==> config.mk <==
export PLATFORM = sky130hd
export DESIGN_NAME = seqmul_frac
export DESIGN_NICKNAME = d
export VERILOG_FILES = /design/src/rtl/sass_pkg.sv /design/src/rtl/seqmul_frac.sv
export SDC_FILE = /design/constraint.sdc
export NUM_CORES = 1
export LEC_CHECK = 0
export BUFFER_PORTS_ARGS = -buffer_cell sky130_fd_sc_hd__buf_2
export CAP_MARGIN = 20
export CORE_MARGIN = 3
export CORE_UTILIZATION = 45
export CTS_CLUSTER_SIZE = 28
export DETAILED_ROUTE_END_ITERATION = 10
export PLACE_DENSITY = 0.63
export SYNTH_ARGS = -nofsm -noshare
export SYNTH_HDL_FRONTEND = slang
export SYNTH_SLANG_ARGS = --single-unit
==> constraint.sdc <==
create_clock -name clk -period 7.5 [get_ports clk]
set_input_delay 0.75 -clock clk [delete_from_list [all_inputs] [get_ports clk]]
set_output_delay 0.75 -clock clk [all_outputs]
set_load 0.01 [all_outputs]
==> src/rtl/sass_pkg.sv <==
// Shared constants and state encoding for the sequential fractional divider/multiplier pair.
package sass_pkg;

  localparam int unsigned DW = 19;
  localparam int unsigned FW = 8;

  typedef enum logic [1:0] {
    IDLE,
    RUN,
    FINISH
  } seqmul_state_t;

endpackage

==> src/rtl/seqmul_frac.sv <==
// Sequential fractional multiplier: product = frac*scale/2^FW via shift-add, one fraction bit per clock.
// Define SEQMUL_ROUND_EN to round half up instead of truncating the final result.
module seqmul_frac
  import sass_pkg::*;
#(
  parameter int unsigned DW = sass_pkg::DW,
  parameter int unsigned FW = sass_pkg::FW
) (
  input  logic          clk,
  input  logic          RST,
  input  logic          sample,
  input  logic [FW-1:0] frac,
  input  logic [DW-1:0] scale,
  output logic [DW-1:0] product,
  output logic          busy,
  output logic          done
);

  localparam int unsigned AW = DW + FW;
  localparam int unsigned CW = (FW > 1) ? $clog2(FW) : 1;

  seqmul_state_t   state;
  seqmul_state_t   state_nx;
  logic [FW-1:0]   frac_reg;
  logic [DW-1:0]   scale_reg;
  logic [AW-1:0]   acc;
  logic [CW-1:0]   cnt;
  logic [DW-1:0]   result;

`ifdef SEQMUL_ROUND_EN
  logic [AW:0]     acc_rnd;

  // acc + half-LSB cannot exceed (scale+1)*2^FW - 1, so the shifted value fits DW bits.
  always_comb begin
    acc_rnd = {1'b0, acc} + (AW+1)'(2**(FW-1));
    result  = DW'(acc_rnd >> FW);
  end
`else
  always_comb begin
    result = DW'(acc >> FW);
  end
`endif

  always_ff @(posedge clk or posedge RST) begin
    if (RST) begin
      state <= IDLE;
    end else begin
      state <= state_nx;
    end
  end

  always_comb begin
    state_nx = state;
    busy     = (state != IDLE) || done;
    case (state)
      IDLE:    if (sample) state_nx = RUN;
      RUN:     if (cnt == CW'(FW-1)) state_nx = FINISH;
      FINISH:  state_nx = IDLE;
      default: state_nx = IDLE;
    endcase
  end

  always_ff @(posedge clk or posedge RST) begin
    if (RST) begin
      frac_reg  <= '0;
      scale_reg <= '0;
      acc       <= '0;
      cnt       <= '0;
      product   <= '0;
      done      <= 1'b0;
    end else begin
      done <= 1'b0;
      case (state)
        IDLE: begin
          if (sample) begin
            frac_reg  <= frac;
            scale_reg <= scale;
            acc       <= '0;
            cnt       <= '0;
          end
        end
        RUN: begin
          if (frac_reg[cnt]) acc <= acc + (AW'(scale_reg) << cnt);
          cnt <= cnt + CW'(1);
        end
        FINISH: begin
          product <= result;
          done    <= 1'b1;
        end
        default: ;
      endcase
    end
  end

endmodule

# Word-level counts from Yosys, hierarchy flattened

Cells that the tools add are included.

Logic and storage cells: 36
Input bits: 30
Output and inout port bits: 21
Flip-flop bits (word level): 79

Muxes and demuxes: 11
Shift-type cells: 1
Reductions and logical operators: 8
$add $sub $neg: 2
Order comparisons: 1
Equal/unequal tests: 6

Operator list:

| kind                | number |
|---|---|
| $mux 27             | 2 |
| $pmux 27 s2         | 1 |
| $add 27x27->27      | 1 |
| $shl 19x3->27       | 1 |
| $ne 2x2->1 const B  | 3 |
| $pmux 3 s2          | 1 |
| $reduce_and 2->1    | 3 |
| $lt 3x4->1 const B  | 1 |
| $mux 2              | 2 |
| $pmux 2 s2          | 1 |
| $reduce_bool 2->1   | 2 |
| $add 3x1->3 const B | 1 |
| $bmux 1 s3          | 1 |
| $eq 3x3->1 const B  | 1 |
| $mux 3              | 1 |
| $reduce_and 3->1    | 1 |
| $eq 2x1->1 const B  | 1 |
| $eq 2x2->1 const B  | 1 |
| $logic_not 2->1     | 1 |
| $mux 1              | 2 |
| $logic_or 1x1->1    | 1 |

# Longest topological paths before layout

Depth after elaboration: 4
Depth in mapped cells: 16
Mapped depth without buffers: 13

# Least setup slack after synthesis

Ideal clock, no wire load.

Path type: register -> register
From: reg cnt[0]
To: reg acc[26]
Required time: 7.396 ns
Library setup time: 0.104 ns
Slack: 3.883 ns
Data arrival time: 3.513 ns
Stages on the path, launching flop included: 14
Cells stage by stage: dfrtp_1 buf_2 buf_1 buf_2 mux2i_1 nor3_1 fa_1 a21o_1 a41oi_2 a311oi_2 o41ai_2 o31ai_1 and2_1 o311ai_1

Cells in the longest elaborated chain, start to end: 4
Elaborated cells between the ends (all ways): 8

RTL lines:

| what                                                   | line              | RTL |
|---|---|---|
| from (decl)                                            | seqmul_frac.sv:27 | `logic [CW-1:0] cnt;` |
| from (signal assigned)                                 | seqmul_frac.sv:84 | `cnt <= cnt + CW'(1);` |
| $shl 19x3->27 / $bmux 1 s3 (equally long branches)     | seqmul_frac.sv:83 | `if (frac_reg[cnt]) acc <= acc + (AW'(scale_reg) << cnt);` |
| $add 27x27->27 / $mux 1 (equally long branches)        | seqmul_frac.sv:83 |  |
| $mux 27 / $ne 2x2->1 (equally long branches)           | -                 |  |
| $pmux 27 s2 / $reduce_and 3->1 (equally long branches) | -                 |  |
| to (signal assigned)                                   | seqmul_frac.sv:83 |  |
| to (decl)                                              | seqmul_frac.sv:26 | `logic [AW-1:0] acc;` |

Several ways; a longest one is shown, not always the timed one. The select of a mux whose other input is x is not followed.
A chain may end at the register's enable or synchronous reset.

# Worst setup path after layout

Same ends and word-level chain as after synthesis.

==> results <==
- The warning count from the yosys run is 0.
- 0 antenna diodes ended up in the layout.
- The number of fill cells is between 1k and 1.5k.
- The clock drives slightly below 80 sinks.
- The total routing resource utilization after global routing is roughly 19%.
- The category of the critical setup timing path is register to register.
- The gate count after technology mapping is ~530.
- The worst setup path is captured at a register.
- The leading cell type in the layout, fill and taps excluded is sky130_fd_sc_hd__dfrtp_1.
- The cell area after layout is between 5000 and 6000 sq um.
- At the pin with the least slew margin, the transition time is just over 1000 ps.
- Wires add up to between 10,000 and 15,000 um.
- The post-synthesis average cell area is between 9 and 10 sq um.
- Of all nets on the critical path, the largest fanout is 26.
- The routed length per placed instance is approximately 16 um.
- TritonCTS built the clock tree.
- During placement, the flow inserted port buffers numbering 50.
- In this run the core area contains 38 standard-cell rows.
- By area the synthesized netlist is led by sky130_fd_sc_hd__dfrtp_1 (38%), sky130_fd_sc_hd__mux2_2 (13%), sky130_fd_sc_hd__ha_1 (6.8%).
- The run finished with clean final reports.
- At the worst endpoint, the required time is 7730 ps.
- The minimum setup slack among reg-to-reg paths is around 3300 ps.
- The startpoint type of the worst setup path is a register.
- The final number of max-transition violations is 0.
- The number of levels the H-tree was split into is 3.
- The number of buffers on the longest clock path is 2.
- The synthesized-area fraction occupied by xor and xnor cells is 2.90%.
- The combinational family with the most area after synthesis is compound AO/OA/AOI/OAI gates.
- The multiplexer area fraction after synthesis is between 10% and 20%.
- The final critical path takes up between 50% and 60% of the cycle.
- The max capacitance violation total is 0.
- The class of the worst hold path is register to register.
- Summing every instance area after synthesis gives 5140 sq um.
- The post-synthesis compound-gate area fraction is between 10% and 20%.
- The initial antenna violation count was 0.
- The horizontal die dimension is 113 um.
- The cell sitting at the root of the clock tree is a sky130_fd_sc_hd__clkbuf_16.
- The biggest area contributor in the post-synthesis netlist is sky130_fd_sc_hd__dfrtp_1.
- The simple-gate portion of the synthesized area is around 14%.
- The number of flip-flops in the largest register is 27.
- The adder-cell share of the synthesized area is slightly above 7%.
- The total CTS buffers is 9.
- Post-CTS timing repair inserted 0 buffers for setup.
- After synthesis, the share of flip-flops with an asynchronous set or reset is between 90% and 100%.
- The core region area is roughly 11,000 sq um.
- Summed over all nets, the half-perimeter wirelength after detailed placement is 8130 um.
- The top cell types in the final layout, fill and taps aside, are sky130_fd_sc_hd__dfrtp_1 (79), sky130_fd_sc_hd__mux2_2 (59), sky130_fd_sc_hd__buf_2 (50), sky130_fd_sc_hd__nand2_1 (42), sky130_fd_sc_hd__o21ai_0 (40).
- The share of cells above drive strength 1 is about 25%.
- After detailed placement, the total cell area comes to approximately 5400 sq um.
- The total via count in the routed design is about 4k.
- The timing-limited maximum frequency is about 0.24 GHz.
- Summed over all failing endpoints, the final setup total negative slack is 0 ps.
- The routed design could run at a clock period as short as about 4200 ps.
- For this run the aggregate overflow at the end of global routing stands at 0.
- Dividing the detail-routed via count by the number of cells gives a little under 6.
- The die covers 12,700 sq um.
- Setup violations remaining at the end of the flow were counted as 0.
- The share of Yosys cell area claimed by the top area cell type is between 30% and 40%.
- In this run, synthesis produced a sequential element count of 79.
- The synthesized netlist contains 56 unique library cells.
- The first-pass GRT wire length is 19,400 um.
- The most used flip-flop cell after synthesis is sky130_fd_sc_hd__dfrtp_1.
- Clock-pin slew was measured on the worst setup and hold paths at 60 ps.
- The post-synthesis sequential area ratio is approximately 38%.
- In this run, the number of DRC markers left after iteration 0 of detailed routing was ~230.
- The number of hold-slack violations in the final timing report is 0.
- In this run the tightest slew margin relative to its limit is 32.4%.
- The initial core utilization is between 40% and 50%.
- For this run, design rule violations remaining after detail routing come to 0.
- The die is ~110 um tall.
- The count of nets left with antenna violations once routing finished came out at 0.
- The post-cts resize count is 0.
- The setup clock skew after layout is approximately 8.6 ps.
- The clock latency on the worst-skew pair is 340 ps.
- Compared with the post-synthesis result, the final layout area differs by 12.3%.
- The count of flip-flops with a built-in enable after synthesis is 0.
- The number of nets handed over by synthesis was roughly 590.
- The I/O pin total is 51.
- The number of hold-repair buffers added at the cts stage is 0.
- The pre-antenna-repair detailed-routing pass consisted of 4 iterations.
- The number of nets in the layout is about 620.
- Setup repair after global routing left no endpoint under its margin.
- At the end of routability-driven placement, the weighted congestion stood at ~0.88.
- The maximum number of pins on one net before global-route repair is 80.
- The via count of the first global-routing pass is around 3.9k.
- Data arrives at the worst endpoint at 4440 ps.
cells in the mapped netlist, types with 8 or more instances:
cell                       count
sky130_fd_sc_hd__a21oi_1      24
sky130_fd_sc_hd__o211ai_1     10
sky130_fd_sc_hd__clkbuf_1     22
sky130_fd_sc_hd__mux2i_1      10
sky130_fd_sc_hd__nand2_1      43
sky130_fd_sc_hd__nand3_1      33
sky130_fd_sc_hd__mux2_2       59
sky130_fd_sc_hd__dfrtp_1      79
sky130_fd_sc_hd__nor3_1       10
sky130_fd_sc_hd__inv_1         8
sky130_fd_sc_hd__ha_1         28
sky130_fd_sc_hd__xnor2_1       8
sky130_fd_sc_hd__o21ai_0      40
sky130_fd_sc_hd__a21o_1       15
sky130_fd_sc_hd__nor2_1       28
sky130_fd_sc_hd__xor2_1        9
metrics by stage:
| stage | hold WS (ps) | cells | util [%] | worst slack [ps] |
|---|---|---|---|---|
| after floorplan | 473 | 527 | - | 3880 |
| after global placement | 463 | 685 | 49.6 | 3480 |
| after detailed placement | 466 | 685 | 49.6 | 3310 |
| after CTS | 479 | 701 | 52.1 | 3290 |
| after global routing | 521 | 703 | 52.6 | 2900 |
| final | 474 | 703 | 52.6 | 3290 |
kinds of logic after synthesis:
logic type      count (synthesis)
xor+xnor                       17
buf+inv                        43
fa+ha+maj                      29
simple gates                  153
compound gates                133
flops                          79
mux                            73
final cells by class:
type	instances	area, sq um	share of cell area (%)
Multi-Input combinational cell	405	3000	51.9
Sequential cell	79	1980	34.3
Timing Repair Buffer	54	313	5.42
Clock buffer	11	243	4.21
Tap cell	140	175	3.03
Inverter	9	35.0	0.607
Clock inverter	5	33.8	0.585
metal layers:
layer	wire [um]	GRT usage, %	up-vias
met5	0	0	-
met4	262	7.45	0
met3	539	4.12	21
met2	4770	27.3	98
met1	5550	26.7	1931
li1	-	-	2009
critical path: stages, from the launching register on:
cell and delay [ps]:
sky130_fd_sc_hd__dfrtp_1 1010, sky130_fd_sc_hd__mux2_2 440, sky130_fd_sc_hd__o21ai_0 260, sky130_fd_sc_hd__o22ai_1 140, sky130_fd_sc_hd__ha_1 400, sky130_fd_sc_hd__and3_1 210
sky130_fd_sc_hd__a41oi_2 230, sky130_fd_sc_hd__a311oi_2 150, sky130_fd_sc_hd__o41ai_2 490, sky130_fd_sc_hd__o31ai_1 260, sky130_fd_sc_hd__and2_1 210, sky130_fd_sc_hd__o311ai_1 290
final timing paths:
path / to / depth (start not counted) / start
max in group asynchronous: scale_reg[3] / 4 / RST
hold / removal: product[18] / 2 / product[18]
min in group asynchronous: product[10] / 3 / RST
setup reg to reg: acc[26] / 11 / cnt[0]
hold reg to reg: product[18] / 2 / product[18]
setup / recovery: acc[26] / 11 / cnt[0]
Power is not shown: default switching activity piles up to over one toggle a cycle in this logic, so the estimate is an artifact.
